File: config.mk
export PLATFORM = sky130hd
export DESIGN_NAME = pkt_route_sequencer_flat
export DESIGN_NICKNAME = d
export VERILOG_FILES = /design/src/rtl/pkt_route_if.sv /design/src/rtl/pkt_route_sequencer.sv /design/src/flat_wrapper.sv
export SDC_FILE = /design/constraint.sdc
export NUM_CORES = 1
export LEC_CHECK = 0
export CAP_MARGIN = 10
export CORE_UTILIZATION = 25
export CTS_CLUSTER_SIZE = 28
export DETAILED_ROUTE_END_ITERATION = 12
export GPL_TIMING_DRIVEN = 0
export PLACE_DENSITY = 0.52
export SLEW_MARGIN = 10
export SYNTH_ARGS = -nofsm -noshare
export SYNTH_HDL_FRONTEND = slang
export SYNTH_SLANG_ARGS = --single-unit
File: constraint.sdc
create_clock -name clock -period 2.53 [get_ports clock]
set_input_delay 0.506 -clock clock [delete_from_list [all_inputs] [get_ports clock]]
set_output_delay 0.506 -clock clock [all_outputs]
set_load 0.01 [all_outputs]
File: src/rtl/pkt_route_if.sv
`default_nettype none
// ============================================================================
// Module   : pkt_route_if
// Brief    : Handshake bundle between the routing sequencer and its RX header
//            buffer, destination checker, next-hop selector and TX queue.
// Revision : 1.0
// ============================================================================
interface pkt_route_if #(
    parameter int WORD_WIDTH = 16,
    parameter int HOP_WIDTH  = 8
);
    logic                  pkt_valid;
    logic                  pkt_ready;
    logic [WORD_WIDTH-1:0] pkt_dest_id;
    logic [HOP_WIDTH-1:0]  pkt_hops;
    logic                  dst_en;
    logic                  dst_start;
    logic [WORD_WIDTH-1:0] dst_id;
    logic                  dst_done;
    logic                  dst_iam;
    logic                  nh_en;
    logic                  nh_start;
    logic                  nh_done;
    logic [WORD_WIDTH-1:0] nh_id;
    logic                  deliver;
    logic                  fwd_valid;
    logic                  fwd_ready;
    logic [WORD_WIDTH-1:0] fwd_next_hop;
    logic [HOP_WIDTH-1:0]  fwd_hops;
    logic                  drop;
    logic                  err_timeout;

    // Sequencer side
    modport master (
        input  pkt_valid, pkt_dest_id, pkt_hops, dst_done, dst_iam,
               nh_done, nh_id, fwd_ready,
        output pkt_ready, dst_en, dst_start, dst_id, nh_en, nh_start,
               deliver, fwd_valid, fwd_next_hop, fwd_hops, drop, err_timeout
    );

    // Environment side (RX buffer, checker, selector, TX queue)
    modport slave (
        output pkt_valid, pkt_dest_id, pkt_hops, dst_done, dst_iam,
               nh_done, nh_id, fwd_ready,
        input  pkt_ready, dst_en, dst_start, dst_id, nh_en, nh_start,
               deliver, fwd_valid, fwd_next_hop, fwd_hops, drop, err_timeout
    );
endinterface
`default_nettype wire

File: src/rtl/pkt_route_sequencer.sv
`default_nettype none
// ============================================================================
// Module   : pkt_route_sequencer
// Brief    : Per-node routing controller: checks destination, then delivers,
//            drops, or selects a next hop and forwards. Optional watchdog on
//            the wait states is enabled with `define ROUTE_WATCHDOG_EN.
// Revision : 1.0
// ============================================================================
module pkt_route_sequencer #(
    parameter int WORD_WIDTH = 16,
    parameter int HOP_WIDTH  = 8,
    parameter int MAX_HOPS   = 16
`ifdef ROUTE_WATCHDOG_EN
    ,
    parameter int TIMEOUT_CYCLES = 64
`endif
) (
    input  logic        clock,
    input  logic        rst,
    pkt_route_if.master bus
);

    localparam logic [3:0] c_IDLE      = 4'd0;
    localparam logic [3:0] c_DST_EN    = 4'd1;
    localparam logic [3:0] c_DST_START = 4'd2;
    localparam logic [3:0] c_DST_WAIT  = 4'd3;
    localparam logic [3:0] c_NH_EN     = 4'd4;
    localparam logic [3:0] c_NH_START  = 4'd5;
    localparam logic [3:0] c_NH_WAIT   = 4'd6;
    localparam logic [3:0] c_FWD       = 4'd7;
    localparam logic [3:0] c_DELIVER   = 4'd8;
    localparam logic [3:0] c_DROP      = 4'd9;

    logic [3:0]            r_state;
    logic [3:0]            w_nxt;
    logic [WORD_WIDTH-1:0] r_dest;
    logic [HOP_WIDTH-1:0]  r_hops;
    logic [HOP_WIDTH-1:0]  r_fwd_hops;
    logic [WORD_WIDTH-1:0] r_nh;
    logic                  r_pkt_ready;
    logic                  r_dst_en;
    logic                  r_dst_start;
    logic                  r_nh_en;
    logic                  r_nh_start;
    logic                  r_deliver;
    logic                  r_fwd_valid;
    logic                  r_drop;
    logic                  w_accept;
    logic                  w_hop_limit;
    logic                  w_timeout;
    logic [HOP_WIDTH-1:0]  w_hops_inc;

    assign w_accept    = (r_state == c_IDLE) && bus.pkt_valid;
    assign w_hop_limit = (32'(r_hops) >= 32'(MAX_HOPS));
    assign w_hops_inc  = (bus.pkt_hops == '1) ? bus.pkt_hops : bus.pkt_hops + 1'b1;

    // A done seen in the same cycle as the watchdog limit wins over the timeout
    always_comb begin
        w_nxt = r_state;
        case (r_state)
            c_IDLE:      if (bus.pkt_valid) w_nxt = c_DST_EN;
            c_DST_EN:    w_nxt = c_DST_START;
            c_DST_START: w_nxt = c_DST_WAIT;
            c_DST_WAIT: begin
                if (bus.dst_done) begin
                    if (bus.dst_iam)  w_nxt = c_DELIVER;
                    else if (w_hop_limit) w_nxt = c_DROP;
                    else              w_nxt = c_NH_EN;
                end else if (w_timeout) begin
                    w_nxt = c_DROP;
                end
            end
            c_NH_EN:     w_nxt = c_NH_START;
            c_NH_START:  w_nxt = c_NH_WAIT;
            c_NH_WAIT: begin
                if (bus.nh_done)     w_nxt = c_FWD;
                else if (w_timeout)  w_nxt = c_DROP;
            end
            c_FWD:       if (bus.fwd_ready) w_nxt = c_IDLE;
            c_DELIVER:   w_nxt = c_IDLE;
            c_DROP:      w_nxt = c_IDLE;
            default:     w_nxt = c_IDLE;
        endcase
    end

    // Strobes are registered from the next state so each is visible exactly
    // while the FSM occupies the corresponding state.
    always_ff @(posedge clock or posedge rst) begin
        if (rst) begin
            r_state     <= c_IDLE;
            r_dest      <= '0;
            r_hops      <= '0;
            r_fwd_hops  <= '0;
            r_nh        <= '0;
            r_pkt_ready <= 1'b1;
            r_dst_en    <= 1'b0;
            r_dst_start <= 1'b0;
            r_nh_en     <= 1'b0;
            r_nh_start  <= 1'b0;
            r_deliver   <= 1'b0;
            r_fwd_valid <= 1'b0;
            r_drop      <= 1'b0;
        end else begin
            r_state     <= w_nxt;
            if (w_accept) begin
                r_dest     <= bus.pkt_dest_id;
                r_hops     <= bus.pkt_hops;
                r_fwd_hops <= w_hops_inc;
            end
            if ((r_state == c_NH_WAIT) && bus.nh_done) r_nh <= bus.nh_id;
            r_pkt_ready <= (w_nxt == c_IDLE);
            r_dst_en    <= (w_nxt == c_DST_EN);
            r_dst_start <= (w_nxt == c_DST_START);
            r_nh_en     <= (w_nxt == c_NH_EN);
            r_nh_start  <= (w_nxt == c_NH_START);
            r_deliver   <= (w_nxt == c_DELIVER);
            r_fwd_valid <= (w_nxt == c_FWD);
            r_drop      <= (w_nxt == c_DROP);
        end
    end

`ifdef ROUTE_WATCHDOG_EN
    localparam int c_CNT_W = (TIMEOUT_CYCLES > 1) ? $clog2(TIMEOUT_CYCLES) : 1;
    localparam logic [c_CNT_W-1:0] c_CNT_LAST = c_CNT_W'(TIMEOUT_CYCLES - 1);

    logic [c_CNT_W-1:0] r_wd_cnt;
    logic               r_err;
    logic               w_in_wait;
    logic               w_wait_done;

    assign w_in_wait   = (r_state == c_DST_WAIT) || (r_state == c_NH_WAIT);
    assign w_wait_done = ((r_state == c_DST_WAIT) && bus.dst_done) ||
                         ((r_state == c_NH_WAIT)  && bus.nh_done);
    assign w_timeout   = w_in_wait && (r_wd_cnt == c_CNT_LAST);

    // Wait states are never adjacent, so the counter is already zero on entry
    always_ff @(posedge clock or posedge rst) begin
        if (rst) begin
            r_wd_cnt <= '0;
            r_err    <= 1'b0;
        end else begin
            if (w_in_wait) r_wd_cnt <= r_wd_cnt + 1'b1;
            else           r_wd_cnt <= '0;
            if (w_timeout && !w_wait_done) r_err <= 1'b1;
        end
    end

    assign bus.err_timeout = r_err;
`else
    assign w_timeout       = 1'b0;
    assign bus.err_timeout = 1'b0;
`endif

    assign bus.pkt_ready    = r_pkt_ready;
    assign bus.dst_en       = r_dst_en;
    assign bus.dst_start    = r_dst_start;
    assign bus.dst_id       = r_dest;
    assign bus.nh_en        = r_nh_en;
    assign bus.nh_start     = r_nh_start;
    assign bus.deliver      = r_deliver;
    assign bus.fwd_valid    = r_fwd_valid;
    assign bus.fwd_next_hop = r_nh;
    assign bus.fwd_hops     = r_fwd_hops;
    assign bus.drop         = r_drop;

endmodule
`default_nettype wire

File: src/flat_wrapper.sv
// flat-port wrapper written by rule: the top's interface ports become plain ports
module pkt_route_sequencer_flat 
#(
    parameter int WORD_WIDTH = 16,
    parameter int HOP_WIDTH  = 8,
    parameter int MAX_HOPS   = 16

)
  (clock, rst, bus_pkt_valid, bus_pkt_dest_id, bus_pkt_hops, bus_dst_done, bus_dst_iam, bus_nh_done, bus_nh_id, bus_fwd_ready, bus_pkt_ready, bus_dst_en, bus_dst_start, bus_dst_id, bus_nh_en, bus_nh_start, bus_deliver, bus_fwd_valid, bus_fwd_next_hop, bus_fwd_hops, bus_drop, bus_err_timeout);
  pkt_route_if #(.WORD_WIDTH(WORD_WIDTH), .HOP_WIDTH(HOP_WIDTH)) bus_i ();
  input  logic clock;
  input  logic rst;
  input wire logic [$bits(bus_i.pkt_valid)-1:0] bus_pkt_valid;
  input wire logic [$bits(bus_i.pkt_dest_id)-1:0] bus_pkt_dest_id;
  input wire logic [$bits(bus_i.pkt_hops)-1:0] bus_pkt_hops;
  input wire logic [$bits(bus_i.dst_done)-1:0] bus_dst_done;
  input wire logic [$bits(bus_i.dst_iam)-1:0] bus_dst_iam;
  input wire logic [$bits(bus_i.nh_done)-1:0] bus_nh_done;
  input wire logic [$bits(bus_i.nh_id)-1:0] bus_nh_id;
  input wire logic [$bits(bus_i.fwd_ready)-1:0] bus_fwd_ready;
  output wire logic [$bits(bus_i.pkt_ready)-1:0] bus_pkt_ready;
  output wire logic [$bits(bus_i.dst_en)-1:0] bus_dst_en;
  output wire logic [$bits(bus_i.dst_start)-1:0] bus_dst_start;
  output wire logic [$bits(bus_i.dst_id)-1:0] bus_dst_id;
  output wire logic [$bits(bus_i.nh_en)-1:0] bus_nh_en;
  output wire logic [$bits(bus_i.nh_start)-1:0] bus_nh_start;
  output wire logic [$bits(bus_i.deliver)-1:0] bus_deliver;
  output wire logic [$bits(bus_i.fwd_valid)-1:0] bus_fwd_valid;
  output wire logic [$bits(bus_i.fwd_next_hop)-1:0] bus_fwd_next_hop;
  output wire logic [$bits(bus_i.fwd_hops)-1:0] bus_fwd_hops;
  output wire logic [$bits(bus_i.drop)-1:0] bus_drop;
  output wire logic [$bits(bus_i.err_timeout)-1:0] bus_err_timeout;
  assign bus_i.pkt_valid = bus_pkt_valid;
  assign bus_i.pkt_dest_id = bus_pkt_dest_id;
  assign bus_i.pkt_hops = bus_pkt_hops;
  assign bus_i.dst_done = bus_dst_done;
  assign bus_i.dst_iam = bus_dst_iam;
  assign bus_i.nh_done = bus_nh_done;
  assign bus_i.nh_id = bus_nh_id;
  assign bus_i.fwd_ready = bus_fwd_ready;
  assign bus_pkt_ready = bus_i.pkt_ready;
  assign bus_dst_en = bus_i.dst_en;
  assign bus_dst_start = bus_i.dst_start;
  assign bus_dst_id = bus_i.dst_id;
  assign bus_nh_en = bus_i.nh_en;
  assign bus_nh_start = bus_i.nh_start;
  assign bus_deliver = bus_i.deliver;
  assign bus_fwd_valid = bus_i.fwd_valid;
  assign bus_fwd_next_hop = bus_i.fwd_next_hop;
  assign bus_fwd_hops = bus_i.fwd_hops;
  assign bus_drop = bus_i.drop;
  assign bus_err_timeout = bus_i.err_timeout;
  pkt_route_sequencer #(.WORD_WIDTH(WORD_WIDTH), .HOP_WIDTH(HOP_WIDTH), .MAX_HOPS(MAX_HOPS)) u_core (.clock(clock), .rst(rst), .bus(bus_i));
endmodule
# After elaboration in Yosys (flattened, before gate mapping)
# Cells that the tools add are included.
# classes
muxes,8
eq_ne,15
magnitude_cmp,1
n_reduce_logical,4
addsub,1
# op_table
op,count
$pmux W4 S8,1
$eq A4 B3 Y1 const B,7
$mux W4,6
$eq A4 B2 Y1 const B,3
$add A8 B1 Y8 const B,1
$eq A4 B1 Y1 const B,2
$eq A4 B4 Y1 const B,2
$eq A8 B8 Y1 const B,1
$ge A8 B5 Y1 const B,1
$logic_not A4 Y1,2
$mux W8,1
$logic_and A1 B1 Y1,2
# word_totals
inputBits,47
out_inout_bits,49
word_cells,42
register_bits,60

# Depth between registers and ports, before layout
# Gate-level depths: netlist (run 1).
# logic_depth
depth_word,6
ltp_mapped,6
ltp_nobuf,5

# Worst setup path before layout (run 1)
# Ideal clock, no wire load.
# synth_timing
path_kind,reg-to-reg
from,reg u_core.r_state[3]
to,reg u_core.r_nh[0] (netlist: u_core.bus.fwd_next_hop[0])
setup_time_ns,0.125
t_required_ns,2.405
synth_period_minus_slack_ns,1.578
stages_incl_launch_ff,5
arrival_ns,1.453
setup_slack_ns,0.952
path_buffers,2
path_cell_list,dfrtp_1 > buf_2 > nor4b_4 > buf_6 > mux2_2
# synth_between
elab_chain_cells,2
# synth_lines
element,line_no,source
start: declaration,pkt_route_sequencer.sv:34,logic [3:0] r_state;
start signal: assignment,pkt_route_sequencer.sv:90,r_state <= c_IDLE;
start signal: assignment,pkt_route_sequencer.sv:104,r_state <= w_nxt;
$eq A4 B3 Y1,pkt_route_sequencer.sv:110,if ((r_state == c_NH_WAIT) && bus.nh_done) r_nh <= bus.nh_id;
$logic_and A1 B1 Y1,pkt_route_sequencer.sv:110,
end signal: assignment,pkt_route_sequencer.sv:110,
end: declaration,pkt_route_sequencer.sv:39,logic [WORD_WIDTH-1:0] r_nh;
# Every way passes these cells.
# A chain may end at the register's enable or synchronous reset.

# Final worst setup path (run 1)
# layout_timing
from,in bus_pkt_hops[0]
to,reg u_core.r_fwd_hops[3] (netlist: u_core.bus.fwd_hops[3])
# layout_between
elab_chain_cells,2
word_cells_on_any_way,3
classes_between,1 x add/sub; 1 x eq/ne; 1 x mux
# layout_lines
element,line_no,source
start: declaration,flat_wrapper.sv:15,input wire logic [$bits(bus_i.pkt_hops)-1:0] bus_pkt_hops;
$add A8 B1 Y8 or $eq A8 B8 Y1 (tied branches),pkt_route_sequencer.sv:55,assign w_hops_inc = (bus.pkt_hops == '1) ? bus.pkt_hops : bus.pkt_hops + 1'b1;
$mux W8 *,pkt_route_sequencer.sv:55,
end signal: assignment,pkt_route_sequencer.sv:108,r_fwd_hops <= w_hops_inc;
end: declaration,pkt_route_sequencer.sv:38,logic [HOP_WIDTH-1:0] r_fwd_hops;
# Mark *: on every way between the ends. The rest lies on a longest branch, timed or not.

==> results of run 1 <==
==> power groups by stage <==
stage | combinational (mW) | clock (mW) | sequential, mW
after global placement | 1.70 | 0 | 1.50
after floorplan | 0.648 | 0 | 1.67
after global routing | 1.83 | 0.697 | 1.55
after CTS | 1.71 | 0.670 | 1.50
final | 1.68 | 0.632 | 1.49
after detailed placement | 1.71 | 0 | 1.51
==> worst min-delay path by stage <==
stage                                                    end  slack [ns]
final                     u_core.bus.fwd_hops[0]$_DFFE_PP0P_        0.49
after global routing      u_core.bus.fwd_hops[2]$_DFFE_PP0P_        0.51
after CTS                 u_core.bus.fwd_hops[0]$_DFFE_PP0P_        0.50
after detailed placement  u_core.bus.fwd_hops[2]$_DFFE_PP0P_        0.47
after global placement    u_core.bus.fwd_hops[3]$_DFFE_PP0P_        0.47
after floorplan                 u_core.r_hops[7]$_DFFE_PP0P_        0.45
==> flip-flops by register name (all words and copies together) (netlist names) <==
register                 flops
u_core.bus.deliver           1
u_core.bus.drop              1
u_core.bus.dst_en            1
u_core.bus.dst_id           16
u_core.bus.dst_start         1
u_core.bus.fwd_hops          8
u_core.bus.fwd_next_hop     16
u_core.bus.fwd_valid         1
u_core.bus.nh_en             1
u_core.bus.nh_start          1
u_core.bus.pkt_ready         1
u_core.r_hops                4
u_core.r_state               4
==> tightest hold or removal path, stage by stage, from the launching register on <==
cell,delay [ns]
dfrtp_1,0.35
nand2_1,0.05
o21ai_0,0.06
==> through the flow <==
step                hold slack (ns)  cells
global placement             0.4670    385
floorplan                    0.4502    183
global route                 0.5140    393
finish                       0.4895    393
CTS                          0.4975    393
detailed placement           0.4720    385
==> cell type report <==
| type | count | area, sq um |
|---|---|---|
| Sequential cell | 56 | 1403 |
| Tap cell | 108 | 135.1 |
| Timing Repair Buffer | 94 | 940.9 |
| Multi-Input combinational cell | 111 | 840.8 |
| Buffer | 9 | 55.05 |
| Clock buffer | 7 | 96.34 |
| Inverter | 7 | 28.78 |
| Fill cell | 897 | 5319 |
| Clock inverter | 1 | 30.03 |
==> routing by layer <==
layer  global-route usage, %  part of all wire, %  vias to the layer above
met3                   3.830                  7.6                        8
met5                       0                    0                        -
met4                   3.100                  1.0                        0
met2                   16.68                   46                       64
li1                        -                    -                      839
met1                   13.56                   45                      832
==> cell families after synthesis <==
group           count (synthesis)
xor+xnor                        1
fa+ha+maj                       1
compound gates                 25
mux                            37
buf+inv                        16
other cells                     1
simple gates                   46
flops                          56
==> cells in the mapped netlist (4+ instances only) <==
master / n / share of area (%)
nor3_1: 4 / 0.86
a21oi_1: 5 / 1.1
nand2_1: 10 / 1.6
and2_1: 4 / 1.1
inv_1: 7 / 1.1
dfrtp_1: 55 / 59
o21ai_0: 7 / 1.5
nor2_1: 13 / 2.1
buf_2: 5 / 1.1
nand3_1: 6 / 1.3
mux2_2: 35 / 17
==> impl_metrics.json, run 1 <==
{
  "clkTransAtPathRegs_ns": 0.10,
  "drt_iter0_drc": 37,
  "crit_chain": "clkdlybuf4s50_1, ha_1, and3_1, nand4_1, a211oi_1, a21o_1",
  "muxShareOfSynthArea_pct": 17.81,
  "wl_per_cell_um": 12.62,
  "grt_pass1_wl_um": 8142,
  "hold_viol": 0,
  "postCtsSetupBuffers": 0,
  "synth-edff-count": 0,
  "ant_nets": 0,
  "cts_sinks": 56,
  "p_total_mw": 3.807,
  "ctsLongestPathBuffers": 2,
  "cp_num_buf_inv": 1,
  "critPathLaunchType": "primary input",
  "pre_cts_slack_ns": 0.2344,
  "rows": 34,
  "mostFrequentLayoutCell": "clkdlybuf4s50_1",
  "avgSynthCellArea_sq_um": 12.70,
  "initial_core_util_pct": 26.27,
  "worstSetupPathType": "primary input to flip-flop",
  "p_int_mw": 2.674,
  "slowest_stage": "clkdlybuf4s50_1",
  "synth_top_family_by_area": "multiplexers",
  "fin_area_sq_um": 3530,
  "ff2ff_path_depth": 4,
  "arrival_ns": 2.24,
  "port_buffers": 94,
  "setup_tns_ns": 0,
  "syn_inst": 183,
  "grt_max_degree": 57,
  "grt_setup_unrepaired": "no",
  "yosysWarningCount": 0,
  "dieHeight_um": 98.43,
  "post_dp_cell_area_sq_um": 3403,
  "cts_resized": 0,
  "cts_max_level": 2,
  "power_density_nw_per_um2": 1079,
  "synth_adder_area_share_pct": 0.5382,
  "synth.distinct_cells": 37,
  "antenna_found_initial": 0,
  "pwr-share-comb_pct": 44.2,
  "dr.pass1.iters": 8,
  "holdPathStages": 2,
  "mostFrequentLayoutCells": "clkdlybuf4s50_1 (94), dfrtp_1 (55), mux2_2 (35), nor2_1 (13), nand2_1 (10)",
  "pwr-share-clk_pct": 16.6,
  "antennaDiodeCount": 0,
  "clock-skew-final_ns": 0.009135,
  "synth-xor-area-share_pct": 0.3767,
  "die_x_um": 98.43,
  "final_util_pct": 39.89,
  "root_buffer": "clkbuf_8",
  "slew_violations": 0,
  "p_leak_nw": 1.521,
  "final_nets": 332,
  "status": "completed",
  "drive_gt1_share_pct": 19.30,
  "finalCriticalPeriod_ns": 1.990,
  "syn2layout_area_growth_pct": 51.83,
  "r2r_end": "u_core.bus.fwd_next_hop[5]$_DFFE_PP0P_",
  "vias": 1743,
  "cp_data_required_time_ns": 2.78,
  "vdd_ir_drop_max_mv": 0.4755,
  "core_area_sq_um": 8848,
  "crit_path_end": "u_core.bus.fwd_hops[3]$_DFFE_PP0P_",
  "numCtsBuffers": 5,
  "synthSimpleGateAreaFrac_pct": 10.23,
  "maxSlewHeadroom_pct": 53.47,
  "insertion_delay_ns": 0.30,
  "worst_pin_slew_ns": 0.6980,
  "synthFlopType": "dfrtp_1",
  "setup_ws_ns": 0.5403,
  "grt-ovfl-total": 0,
  "p_switching_mw": 1.133,
  "synth-seq-cells": 56,
  "grt_pass1_vias": 1724,
  "netlist_area_sq_um": 2325,
  "grt_usage_pct": 10.54,
  "place_congestion": 0.7328,
  "drt-vias-per-instance": 4.435,
  "cts_tree": "built",
  "sw_frac_of_total_pct": 29.75,
  "synth-compound-area-share_pct": 7.051,
  "routed_wirelength_um": 4959,
  "die_area_sq_um": 9688,
  "ios": 96,
  "endpoint_kind": "flip-flop",
  "reg2reg_slack_ns": 0.80,
  "dp_hpwl_um": 3601,
  "crit_start": "bus_pkt_hops[0]",
  "critical_path_depth": 6,
  "critPathMaxStageDelay_ns": 0.54,
  "rr_startpoint": "u_core.r_state[3]$_DFF_PP0_",
  "finalSetupViolations": 0,
  "synth_seq_area_share_pct": 60.33,
  "drt_drc_violations_left": 0,
  "max_freq_ghz": 0.5026,
  "fin_crit_sh_pct": 78.64,
  "hold_buffers": 0,
  "syn_nets": 231,
  "path_max_fanout": 5,
  "min_from": "u_core.bus.fwd_hops[0]$_DFFE_PP0P_",
  "seq_power_share_pct": 39.2,
  "path_delay_family": "buffers and inverters",
  "maxCapViolCount": 0,
  "async_flop_share_pct": 100.0,
  "hp-class": "flip-flop to flip-flop"
}
(Power assumes the default switching activity.)
==> run 2, diff against run 1 <==
==> constraint.sdc (replaced) <==
create_clock -name clock -period 1.94 [get_ports clock]
set_input_delay 0.388 -clock clock [delete_from_list [all_inputs] [get_ports clock]]
set_output_delay 0.388 -clock clock [all_outputs]
set_load 0.01 [all_outputs]
==> run 2 against run 1 <==
  * Die area is the same
  * Clock power grew 31%
  * Critical path depth is the same
  * Routed wire length grew 0.12%
  * Setup slack lost 0.45 ns
  * Via count shrank 0.17%
  * Hold slack is essentially flat
  * Critical path type unchanged
==> impl_metrics.json, run 2 (synthesis gave the netlist of run 1 again) <==
{
  "status": "completed",
  "worstSetupPathType": "primary input to flip-flop",
  "hold_buffers": 0,
  "cp_data_required_time_ns": 2.19,
  "crit_start": "bus_pkt_hops[0]",
  "finalSetupViolations": 0,
  "reg2reg_slack_ns": 0.21,
  "p_total_mw": 4.970,
  "dieHeight_um": 98.43,
  "final_nets": 332,
  "antennaDiodeCount": 0,
  "mostFrequentLayoutCells": "clkdlybuf4s50_1 (94), dfrtp_1 (55), mux2_2 (35), nor2_1 (13), nand2_1 (10)",
  "grt_max_degree": 57,
  "numCtsBuffers": 5,
  "wl_per_cell_um": 12.63,
  "ctsLongestPathBuffers": 2,
  "initial_core_util_pct": 26.27,
  "drive_gt1_share_pct": 20.00,
  "setup_ws_ns": 0.08799,
  "antenna_found_initial": 0,
  "ant_nets": 0,
  "die_area_sq_um": 9688,
  "routed_wirelength_um": 4965,
  "max_freq_ghz": 0.5400,
  "clock-skew-final_ns": 0.009135,
  "place_congestion": 0.7328,
  "root_buffer": "clkbuf_8",
  "core_area_sq_um": 8848,
  "ff2ff_path_depth": 4,
  "port_buffers": 94,
  "seqCellArea_sq_um": 1403,
  "finalCriticalPeriod_ns": 1.852,
  "slew_violations": 0,
  "die_x_um": 98.43,
  "path_max_fanout": 5,
  "critPathLaunchType": "primary input",
  "fin_area_sq_um": 3540,
  "p_leak_nw": 1.522,
  "grt_pass1_wl_um": 8142,
  "fin_crit_sh_pct": 95.46,
  "dr.pass1.iters": 8,
  "maxCapViolCount": 0,
  "ios": 96,
  "grt-ovfl-total": 0,
  "clkTransAtPathRegs_ns": 0.10,
  "hp-class": "flip-flop to flip-flop",
  "drt_drc_violations_left": 0,
  "vias": 1740,
  "cts_tree": "built",
  "syn2layout_area_growth_pct": 52.26,
  "final.fill_count": 896,
  "drt-vias-per-instance": 4.427,
  "grt_pass1_vias": 1724,
  "mostFrequentLayoutCell": "clkdlybuf4s50_1",
  "holdPathStages": 2,
  "dp_hpwl_um": 3601,
  "crit_path_end": "u_core.bus.fwd_hops[3]$_DFFE_PP0P_",
  "rows": 34,
  "worst_pin_slew_ns": 0.6986,
  "hold_viol": 0,
  "grt_usage_pct": 10.54,
  "pre_cts_slack_ns": -0.2376,
  "drt_iter0_drc": 42,
  "rr_startpoint": "u_core.r_state[3]$_DFF_PP0_",
  "maxSlewHeadroom_pct": 53.43,
  "multi_input_area_sq_um": 850.8,
  "arrival_ns": 2.10,
  "insertion_delay_ns": 0.30,
  "vdd_ir_drop_max_mv": 0.6202,
  "endpoint_kind": "flip-flop",
  "cts_sinks": 56,
  "cts_max_level": 2,
  "post_dp_cell_area_sq_um": 3403,
  "power_density_nw_per_um2": 1404,
  "r2r_end": "u_core.bus.fwd_next_hop[5]$_DFFE_PP0P_"
}
## run 2: cell counts in the layout (fill, tap and decap cells not counted)
No cell type changed its count.
## run 2: metrics by stage
stage                     hold slack, ns  TNS [ns]  utilization (%)  instances
after detailed placement          0.4720    -1.859            38.46        385
after floorplan                   0.4502         0                -        183
after global placement            0.4670    -59.34            38.43        385
final                             0.4898         0            40.00        393
after global routing              0.5138  -0.01380            40.00        393
after CTS                         0.4975         0            39.89        393
## run 2: power breakdown
| group | leakage, nW | switching (mW) | internal, mW |
|---|---|---|---|
| Clock | 0.0645 | 0.369 | 0.456 |
| Sequential | 0.693 | 0.250 | 1.70 |
| Combinational | 0.764 | 0.862 | 1.34 |
| Total | 1.52 | 1.48 | 3.49 |
## run 2: worst min path at each step
stage                                        from                                 end  slack (ns)
3_5_place_dp   u_core.bus.fwd_hops[2]$_DFFE_PP0P_  u_core.bus.fwd_hops[2]$_DFFE_PP0P_        0.47
3_3_place_gp   u_core.bus.fwd_hops[3]$_DFFE_PP0P_  u_core.bus.fwd_hops[3]$_DFFE_PP0P_        0.47
4_1_cts        u_core.bus.fwd_hops[0]$_DFFE_PP0P_  u_core.bus.fwd_hops[0]$_DFFE_PP0P_        0.50
2_1_floorplan        u_core.r_hops[7]$_DFFE_PP0P_        u_core.r_hops[7]$_DFFE_PP0P_        0.45
6_report       u_core.bus.fwd_hops[0]$_DFFE_PP0P_  u_core.bus.fwd_hops[0]$_DFFE_PP0P_        0.49
5_1_grt        u_core.bus.fwd_hops[2]$_DFFE_PP0P_  u_core.bus.fwd_hops[2]$_DFFE_PP0P_        0.51
## run 2: what timing repair did
action	4_1_cts	5_1_grt
gates resized for setup	0	2
setup endpoints to repair	0	1
setup buffers	0	0
## run 2: layout make-up
cell class                 instances  share of cell area [%]
multi-input combinational        111                   24.04
tap                              108                   3.818
buffer                             9                   1.555
timing repair buffer              94                   26.58
clock buffer                       7                   2.722
sequential                        56                   39.63
clock inverter                     1                  0.8484
inverter                           7                  0.8130
## run 2: worst max-delay path, stage by stage
cell             delay (ns)
clkdlybuf4s50_1        0.55
ha_1                   0.22
and3_1                 0.23
nand4_1                0.29
a211oi_2               0.31
a21o_1                 0.11
## run 2: layer usage
layer | share of wire, % | global-route usage, % | vias to the layer above
met5 | 0 | 0 | -
met4 | 1.0 | 3.100 | 0
met3 | 7.6 | 3.830 | 8
met2 | 46 | 16.68 | 62
met1 | 45 | 13.56 | 829
li1 | - | - | 841
